## config.mk

```make
export PLATFORM = sky130hd
export DESIGN_NAME = spi_slave_ctrl
export DESIGN_NICKNAME = d
export VERILOG_FILES = /design/src/rtl/spi_pkg.sv /design/src/rtl/spi_tx_shifter.sv /design/src/rtl/spi_slave_ctrl.sv
export SDC_FILE = /design/constraint.sdc
export NUM_CORES = 1
export LEC_CHECK = 0
export BUFFER_PORTS_ARGS = -buffer_cell sky130_fd_sc_hd__buf_4
export CORE_UTILIZATION = 45
export CTS_CLUSTER_SIZE = 8
export DETAILED_ROUTE_END_ITERATION = 16
export SKIP_CTS_REPAIR_TIMING = 1
export SYNTH_ARGS = -nofsm -noshare
export SYNTH_HDL_FRONTEND = slang
export SYNTH_HIERARCHICAL = 1
export SYNTH_SLANG_ARGS = --single-unit
```

## constraint.sdc

```tcl
create_clock -name clk -period 2.5 [get_ports clk]
set_input_delay 0.125 -clock clk [delete_from_list [all_inputs] [get_ports clk]]
set_output_delay 0.125 -clock clk [all_outputs]
set_load 0.05 [all_outputs]
```

## src/rtl/spi_pkg.sv

```systemverilog
// Shared definitions for the SPI slave controller: FSM state encoding,
// command codes and the default command frame width.
package spi_pkg;

    localparam int FRAME_WIDTH_DEF = 10;

    localparam logic [1:0] CMD_WR_ADDR = 2'b00;
    localparam logic [1:0] CMD_WR_DATA = 2'b01;
    localparam logic [1:0] CMD_RD_ADDR = 2'b10;
    localparam logic [1:0] CMD_RD_DATA = 2'b11;

    typedef enum logic [2:0] {
        ST_IDLE      = 3'd0,
        ST_CHK_CMD   = 3'd1,
        ST_WRITE     = 3'd2,
        ST_READ_ADD  = 3'd3,
        ST_READ_DATA = 3'd4,
        ST_LOAD      = 3'd5,
        ST_SHIFT     = 3'd6
    } state_e;

endpackage

```

## src/rtl/spi_tx_shifter.sv

```systemverilog
// Parallel-load, MSB-first serialiser for the MISO readback path.
// serial_out is registered and reads 0 whenever no bit is being shifted.
module spi_tx_shifter #(
    parameter int WIDTH = 8
) (
    input  logic             clk,
    input  logic             rst,
    input  logic             load,
    input  logic             abort,
    input  logic [WIDTH-1:0] data,
    output logic             serial_out,
    output logic             busy
);

    localparam int CW = $clog2(WIDTH + 1);

    logic [WIDTH-1:0] sreg_r;
    logic [CW-1:0]    cnt_r;
    logic             out_r;

    // Load, shift and abort sequencing; out_r carries the bit currently on the line.
    always_ff @(posedge clk) begin
        if (rst) begin
            sreg_r <= '0;
            cnt_r  <= '0;
            out_r  <= 1'b0;
        end else if (abort) begin
            cnt_r  <= '0;
            out_r  <= 1'b0;
        end else if (load) begin
            out_r  <= data[WIDTH-1];
            sreg_r <= {data[WIDTH-2:0], 1'b0};
            cnt_r  <= CW'(WIDTH);
        end else if (cnt_r != CW'(0)) begin
            out_r  <= (cnt_r == CW'(1)) ? 1'b0 : sreg_r[WIDTH-1];
            sreg_r <= {sreg_r[WIDTH-2:0], 1'b0};
            cnt_r  <= cnt_r - CW'(1);
        end
    end

    assign serial_out = out_r;
    assign busy       = (cnt_r != CW'(0));

endmodule

```

## src/rtl/spi_slave_ctrl.sv

```systemverilog
// SPI slave controller: deserialises MOSI into command frames for the command
// RAM and serialises the RAM readback onto MISO.
module spi_slave_ctrl
    import spi_pkg::*;
#(
    parameter int FRAME_WIDTH = FRAME_WIDTH_DEF
) (
    input  logic                    clk,
    input  logic                    rst,
    input  logic                    ss_n,
    input  logic                    mosi,
    input  logic                    tx_valid,
    input  logic [FRAME_WIDTH-3:0]  tx_data,
    output logic                    miso,
    output logic                    rx_valid,
    output logic [FRAME_WIDTH-1:0]  rx_data
);

    localparam int RD_WIDTH = FRAME_WIDTH - 2;
    localparam int CNT_W    = $clog2(FRAME_WIDTH + 1);

    state_e                 state_r;
    logic [CNT_W-1:0]       cnt_r;
    logic [FRAME_WIDTH-2:0] shift_r;
    logic                   rd_addr_seen_r;
    logic                   rx_valid_r;
    logic [FRAME_WIDTH-1:0] rx_data_r;

    logic [FRAME_WIDTH-1:0] frame_s;
    logic                   in_frame_s;
    logic                   frame_done_s;
    logic                   load_s;
    logic                   busy_s;
    logic                   miso_s;

    // Frame assembly and completion/load strobes derived from the current state.
    always_comb begin
        frame_s      = {shift_r, mosi};
        in_frame_s   = (state_r == ST_WRITE) || (state_r == ST_READ_ADD) ||
                       (state_r == ST_READ_DATA);
        frame_done_s = in_frame_s && !ss_n && (cnt_r == CNT_W'(FRAME_WIDTH - 1));
        load_s       = (state_r == ST_LOAD) && !ss_n;
    end

    // Main FSM: command decode, frame capture and readback sequencing.
    always_ff @(posedge clk) begin
        if (rst) begin
            state_r        <= ST_IDLE;
            cnt_r          <= '0;
            shift_r        <= '0;
            rd_addr_seen_r <= 1'b0;
            rx_valid_r     <= 1'b0;
            rx_data_r      <= '0;
        end else begin
            rx_valid_r <= 1'b0;
            if (ss_n && (state_r != ST_IDLE)) begin
                state_r <= ST_IDLE;
                cnt_r   <= '0;
            end else begin
                case (state_r)
                    ST_IDLE: begin
                        if (!ss_n) begin
                            state_r <= ST_CHK_CMD;
                            cnt_r   <= '0;
                        end
                    end
                    ST_CHK_CMD: begin
                        shift_r <= frame_s[FRAME_WIDTH-2:0];
                        cnt_r   <= CNT_W'(1);
                        if (!mosi)
                            state_r <= ST_WRITE;
                        else if (rd_addr_seen_r)
                            state_r <= ST_READ_DATA;
                        else
                            state_r <= ST_READ_ADD;
                    end
                    ST_WRITE, ST_READ_ADD, ST_READ_DATA: begin
                        // Once the counter saturates, extra MOSI bits are ignored.
                        if (cnt_r != CNT_W'(FRAME_WIDTH)) begin
                            shift_r <= frame_s[FRAME_WIDTH-2:0];
                            cnt_r   <= cnt_r + CNT_W'(1);
                        end
                        if (frame_done_s) begin
                            rx_data_r  <= frame_s;
                            rx_valid_r <= 1'b1;
                            if ((state_r == ST_READ_ADD) &&
                                (frame_s[FRAME_WIDTH-1 -: 2] == CMD_RD_ADDR))
                                rd_addr_seen_r <= 1'b1;
                        end
                        if ((state_r == ST_READ_DATA) && (cnt_r == CNT_W'(FRAME_WIDTH)) &&
                            (rx_data_r[FRAME_WIDTH-1 -: 2] == CMD_RD_DATA) && tx_valid)
                            state_r <= ST_LOAD;
                    end
                    ST_LOAD: begin
                        state_r <= ST_SHIFT;
                        cnt_r   <= '0;
                    end
                    ST_SHIFT: begin
                        if (busy_s)
                            cnt_r <= cnt_r + CNT_W'(1);
                    end
                    default: begin
                        state_r <= ST_IDLE;
                        cnt_r   <= '0;
                    end
                endcase
            end
            // The last readback bit completes the read even if ss_n rises in that cycle.
            if ((state_r == ST_SHIFT) && busy_s && (cnt_r == CNT_W'(RD_WIDTH - 1)))
                rd_addr_seen_r <= 1'b0;
        end
    end

    spi_tx_shifter #(
        .WIDTH (RD_WIDTH)
    ) u_tx_shifter (
        .clk        (clk),
        .rst        (rst),
        .load       (load_s),
        .abort      (ss_n),
        .data       (tx_data),
        .serial_out (miso_s),
        .busy       (busy_s)
    );

    assign miso     = miso_s;
    assign rx_valid = rx_valid_r;
    assign rx_data  = rx_data_r;

endmodule

```

==> impl_metrics.csv, run 1 <==
group,metric,value,unit
clocking,htree_levels,2,
synth,synth_top_area_cell,"dfxtp_1",
critical_path,cp_max_fo,14,
timing,rsz0062_at_grt,"false",
synth,post-synth-top-count-cell,"dfxtp_1",
floorplanning,fp.coreArea,0.00412,mm²
route,wl,4040,µm
timing,timing.fmax,466,MHz
synth,synth_edf_count,0,
floorplanning,rows,23,
critical_path,worstPathArrival,2380,ps
timing,max_slew_margin,0.640,
critical_path,worst_setup_path_end_kind,"flip-flop",
power_and_ir_drop,p_per_area,737,mW/mm²
global_route,grt_pass1_vias,1545,
synth,synth-seq-cells,40,
timing,finalCriticalPeriod,2150,ps
clocking,tritoncts,"yes",
route,postRouteAntennaNets,0,
critical_path,crit_family,"simple AND/OR/NAND/NOR gates",
critical_path,rr_worst_depth,6,
synth,ys_top_cells_by_area,"dfxtp_1 (41%), mux2i_1 (14%), nand2b_1 (5.7%), a21oi_1 (4.8%), ha_1 (3.8%)",
critical_path,worst_setup_path_start_kind,"flip-flop",
global_route,grt_max_degree,37,
min_path,hp-start,"tx_data[0]",
layout,layout-drive-gt1-share,0.174,
synth,synth_fp_nets,236,
timing,setup_violations,0,
layout,final_cell_area,0.00231,mm²
critical_path,crit_cells,6,
synth,post_synth_num_cell_types,39,
timing,worstMarginPinSlew,539,ps
placement,hpwl,2820,µm
synth,ys_seq_area_frac,0.405,
placement,gp_congestion,0.801,
min_path,worstHoldPathCells,3,
layout,insertedDiodeCount,0,
synth,ys_warn_count,6,
timing,finalHoldViolCount,0,
route,routed-via-count,1591,
clocking,clockBufferDepth,2,
synth,synthArstFlopShare,0,
power_and_ir_drop,ir_drop,0.406,mV
timing,maxSlewViolCount,0,
clocking,cts_made_buffers,5,
clocking,clock_sinks,40,
layout,fin_nets,259,
placement,placed_area,0.00220,mm²
critical_path,path_class,"flip-flop to flip-flop",
global_route,antenna_found_initial,0,
critical_path,startpoint,"state_r[2]",
floorplanning,num_io_pins,25,
min_path,min_path_type,"input pin to flip-flop",
run_status,status,"finished, final reports clean",
timing,skew,7.52,ps
timing,final.period_utilization,0.859,
clocking,clkTransAtPathRegs,80,ps
floorplanning,dieWidth,68.3,µm
floorplanning,dieArea,0.00466,mm²
critical_path,slowest_stage,"dfxtp_1",
global_route,overflow,0,
route,wl_per_cell,13.9,µm
layout,fillers,377,
layout,syn_to_final_growth,17.0,%
timing,setup_tns,0,ps
critical_path,path_buf_inv,2,
clocking,worstSkewPairLatency,300,ps
critical_path,cp_slowest_stage_delay,600,ps
route,vias_per_cell,5.47,
critical_path,r2r_start,"state_r[2]",
synth,avgSynthCellArea,9.10,µm²
clocking,root_buffer,"clkbuf_8",
floorplanning,die_height,68.3,µm
flow_run,cap_violations,0,
global_route,grt_pass1_wl,7000,µm
global_route,grt_usage,0.203,
route,drt_first_pass_iters,4,
synth,synth_top_area_share,0.405,
route,drt_drc_violations_left,0,
power_and_ir_drop,p_leak,0.906,nW
synth,syn_inst,217,
synth,ys.flop_type,"dfxtp_1",
critical_path,crit_required,2730,ps
synth,synth_area,0.00198,mm²
critical_path,crit_chain,"inv_1 -> nor3_2 -> buf_4 -> mux2i_1 -> or3_1 -> a21oi_1",
placement,port_buffers,24,
route,detail_route.iter0.violations,59,
synth,synth_common_cells,"dfxtp_1 (40), mux2i_1 (28), nor2_1 (20)",
floorplanning,start_util,0.480,
## power breakdown
| part | switching (mW) | total (mW) | internal (mW) |
|---|---|---|---|
| combinational | 0.257 | 0.460 | 0.203 |
| sequential | 0.0387 | 0.708 | 0.669 |
| clock | 0.240 | 0.536 | 0.295 |
| total | 0.536 | 1.70 | 1.17 |
## layout by cell type, fill, tap and decap left out, drive strengths merged
| cell type | count |
|---|---|
| nor4b | 1 |
| mux2i | 28 |
| a211o | 1 |
| nor2b | 2 |
| a2111oi | 2 |
| inv | 8 |
| nand2 | 4 |
| a211oi | 2 |
| dfxtp | 40 |
| bufinv | 1 |
| nor2 | 20 |
| and3 | 1 |
| nand3b | 3 |
| or3b | 1 |
| nand4b | 1 |
| a311oi | 1 |
| a31oi | 1 |
| nand3 | 5 |
| buf | 29 |
| clkinv | 1 |
| nor4 | 1 |
| clkinvlp | 1 |
| nand4 | 1 |
| nor3 | 5 |
| or3 | 8 |
| nor3b | 2 |
| nand2b | 18 |
| clkbuf | 5 |
| or2 | 1 |
| a21oi | 19 |
| nor4bb | 2 |
| nand4bb | 1 |
| xnor2 | 2 |
| ha | 6 |
| o211ai | 1 |
| o21a | 2 |
| o31ai | 1 |
| o21ai | 12 |
| a41oi | 1 |
## sequential cells by signal (all words and copies together) (netlist names)
register                 count
rd_addr_seen_r               1
u_tx_shifter/serial_out      1
u_tx_shifter/cnt_r           4
shift_r                      9
cnt_r                        4
rx_valid                     1
state_r                      3
u_tx_shifter/sreg_r          7
rx_data                     10
## final timing paths
check / slack, ps / endpoint
setup / recovery: 350 / u_tx_shifter/sreg_r[3]
hold / removal: 110 / u_tx_shifter/sreg_r[1]
setup reg to reg: 350 / u_tx_shifter/sreg_r[3]
hold reg to reg: 480 / u_tx_shifter/sreg_r[1]
## per-stage QoR
step                      utilization  instances  total power, mW  hold slack, ps  setup WS (ps)
after detailed placement        0.535        283             1.18             427            368
after CTS                       0.562        291             1.72             104            354
after floorplan                     -        217             1.06             269            799
final                           0.562        291             1.70             105            354
after global placement          0.535        283             1.16             406            518
after global routing            0.562        291             1.82             101            152
## cells by family after synthesis
kind of cell,share of synthesized area
AND/OR/NAND/NOR,0.225
AO/OA/AOI/OAI,0.136
flip-flops,0.405
multiplexers,0.142
buffers and inverters,0.0456
adder cells (fa/ha/maj),0.0380
XOR/XNOR,0.00887
## cell type report
type,instances,area (µm²),area share
flip-flops and latches,40,801,0.346
clock inverters,3,42.5,0.0184
multi-input cells,156,1090,0.471
well taps,50,62.6,0.0271
inverters,8,30.0,0.0130
repair buffers,29,218,0.0942
clock buffers,5,68.8,0.0298
## per-layer routing
metal	share of wire	global-route usage	routed length (µm)	vias up
met5	0	0	0	-
met4	0.014	0.0703	56	0
met3	0.037	0.0550	151	6
met2	0.47	0.344	1890	35
met1	0.48	0.243	1940	733
li1	-	-	-	817
## worst reg2reg max path: cells and delay by family (launching register included)
kind,cells,cell delay (ps)
buf+inv,2,520
compound gates,1,160
flops,1,600
mux,1,80
simple gates,2,730
No activity file was read; power rests on OpenSTA's default activity.
==> run 2, diff against run 1 <==
Settings changed: CORE_MARGIN set to 3, CTS_CLUSTER_DIAMETER set to 60.
==> run 2 against run 1 <==
Compared with the run above:
- via count grew 0.57%
- clock skew is 4.7 ps lower
- final cell count up 0.34%
- wire length is 1.9% lower
- register-to-register slack better by 280 ps
- worst hold slack gained 12 ps
- utilization decreased by 0.24 points
- sequential power hardly changed
- clock-buffer cell count grew 2
==> impl_metrics.csv, run 2 (synthesized netlist as in run 1, its figures left out) <==
group,metric,value,unit
route,wl_per_cell,13.6,µm
power_and_ir_drop,intPower,1.12,mW
layout,utilization,0.559,
layout,largest_reg_flops,10,
power_and_ir_drop,p_seq_frac,0.432,
placement,port_buffers,24,
global_route,overflow,0,
floorplanning,start_util,0.480,
critical_path,crit_required,2730,ps
critical_path,r2r_start,"state_r[0]",
route,drt_first_pass_iters,4,
global_route,grt_pass1_wl,6690,µm
timing,setup_tns,0,ps
timing,finalCriticalPeriod,1870,ps
clocking,worstSkewPairLatency,290,ps
clocking,tritoncts,"yes",
critical_path,cp_slowest_stage_delay,620,ps
power_and_ir_drop,netSwitchingPower,0.524,mW
clocking,htree_levels,2,
timing,final.period_utilization,0.747,
route,drt_drc_violations_left,0,
power_and_ir_drop,p_per_area,714,mW/mm²
critical_path,crit_chain,"nand2b_1 -> nor3_2 -> buf_4 -> mux2i_1 -> or3_1 -> a21oi_1",
global_route,grt_max_degree,37,
layout,layout-drive-gt1-share,0.174,
timing,setup_slack,634,ps
layout,mostFrequentLayoutCells,"dfxtp_1 (40), buf_4 (30), mux2i_1 (28)",
floorplanning,dieArea,0.00522,mm²
placement,hpwl,2760,µm
critical_path,startpoint,"state_r[0]",
timing,maxSlewViolCount,0,
global_route,grt_pass1_vias,1511,
critical_path,worst_setup_path_start_kind,"flip-flop",
timing,skew,2.79,ps
flow_run,cap_violations,0,
layout,syn_to_final_growth,16.5,%
placement,gp_congestion,0.795,
clocking,clockBufferDepth,2,
floorplanning,die_height,72.3,µm
timing,timing.fmax,536,MHz
power_and_ir_drop,swShare,0.318,
power_and_ir_drop,p_leak,0.901,nW
route,routed-via-count,1600,
route,postRouteAntennaNets,0,
critical_path,slowest_stage,"dfxtp_1",
critical_path,cp_max_fo,15,
layout,layout_commonest_cell,"dfxtp_1",
clocking,clkTransAtPathRegs,80,ps
global_route,antenna_found_initial,0,
floorplanning,rows,23,
power_and_ir_drop,combinationalPowerShare,0.296,
layout,fillers,390,
power_and_ir_drop,pwr-share-clk,0.272,
layout,fin_nets,260,
min_path,min_path_type,"input pin to flip-flop",
timing,worstMarginPinSlew,505,ps
timing,rsz0062_at_grt,"false",
run_status,status,"finished, final reports clean",
timing,finalHoldViolCount,0,
critical_path,worstPathArrival,2090,ps
route,wl,3960,µm
clocking,clock_sinks,40,
floorplanning,dieWidth,72.3,µm
clocking,root_buffer,"clkbuf_8",
placement,dpl_worst_slack,644,ps
critical_path,path_class,"flip-flop to flip-flop",
critical_path,crit_family,"simple AND/OR/NAND/NOR gates",
min_path,hp-start,"tx_data[0]",
timing,max_slew_margin,0.663,
clocking,cts_made_buffers,5,
global_route,grt_usage,0.162,
layout,insertedDiodeCount,0,
timing,setup_violations,0,
floorplanning,num_io_pins,25,
route,detail_route.iter0.violations,50,
power_and_ir_drop,ir_drop,0.347,mV
critical_path,worst_setup_path_end_kind,"flip-flop",
critical_path,path_buf_inv,1,
route,vias_per_cell,5.48,
floorplanning,fp.coreArea,0.00412,mm²
==> run 2: cell types whose count changed in the layout (fill, tap and decap cells not counted), sizes merged <==
cell / delta
clkbuf: +2
clkinv: -1
bufinv: -1
buf: +1
==> run 2: final cells by class <==
type                            count  area (µm²)  area share
Clock buffer                        7        86.3      0.0375
Clock inverter                      1        7.51     0.00326
Inverter                            8        30.0      0.0130
Multi-Input combinational cell    156        1090       0.473
Sequential cell                    40         801       0.348
Tap cell                           50        62.6      0.0272
Timing Repair Buffer               30         225      0.0978
==> run 2: stage by stage <==
step	hold slack [ps]	power (mW)	area, µm²	instances
global placement	407	1.19	2210	284
finish	117	1.64	2300	292
floorplan	269	1.06	1980	217
global route	112	1.74	2300	292
CTS	106	1.66	2300	292
detailed placement	423	1.20	2210	284
==> run 2: path summary, 6_finish.rpt <==
kind | endpoint | slack (ps) | cells after the start
worst max-delay path | u_tx_shifter/sreg_r[2] | 630 | 6
worst min-delay path | u_tx_shifter/sreg_r[1] | 120 | 3
worst max register to register | u_tx_shifter/sreg_r[2] | 630 | 6
worst min register to register | u_tx_shifter/serial_out | 480 | 2
==> run 2: routing by layer <==
layer	track usage	wire, µm	up-vias
met3	0.0443	165	4
met4	0.0626	46	0
li1	-	-	817
met1	0.195	1910	750
met2	0.272	1840	29
met5	0	0	-
==> run 2: tightest hold or removal path, delay by kind of cell <==
kind                   cells  cell delay, ps
buffers and inverters      1             110
AO/OA/AOI/OAI              1              60
AND/OR/NAND/NOR            1              70
==> run 2: power by group through the flow <==
| stage | Clock [mW] | Sequential, mW | Combinational [mW] |
|---|---|---|---|
| 6_report | 0.447 | 0.710 | 0.487 |
| 4_1_cts | 0.462 | 0.710 | 0.485 |
| 2_1_floorplan | 0 | 0.712 | 0.345 |
| 3_5_place_dp | 0 | 0.725 | 0.479 |
| 3_3_place_gp | 0 | 0.723 | 0.463 |
| 5_1_grt | 0.482 | 0.715 | 0.544 |
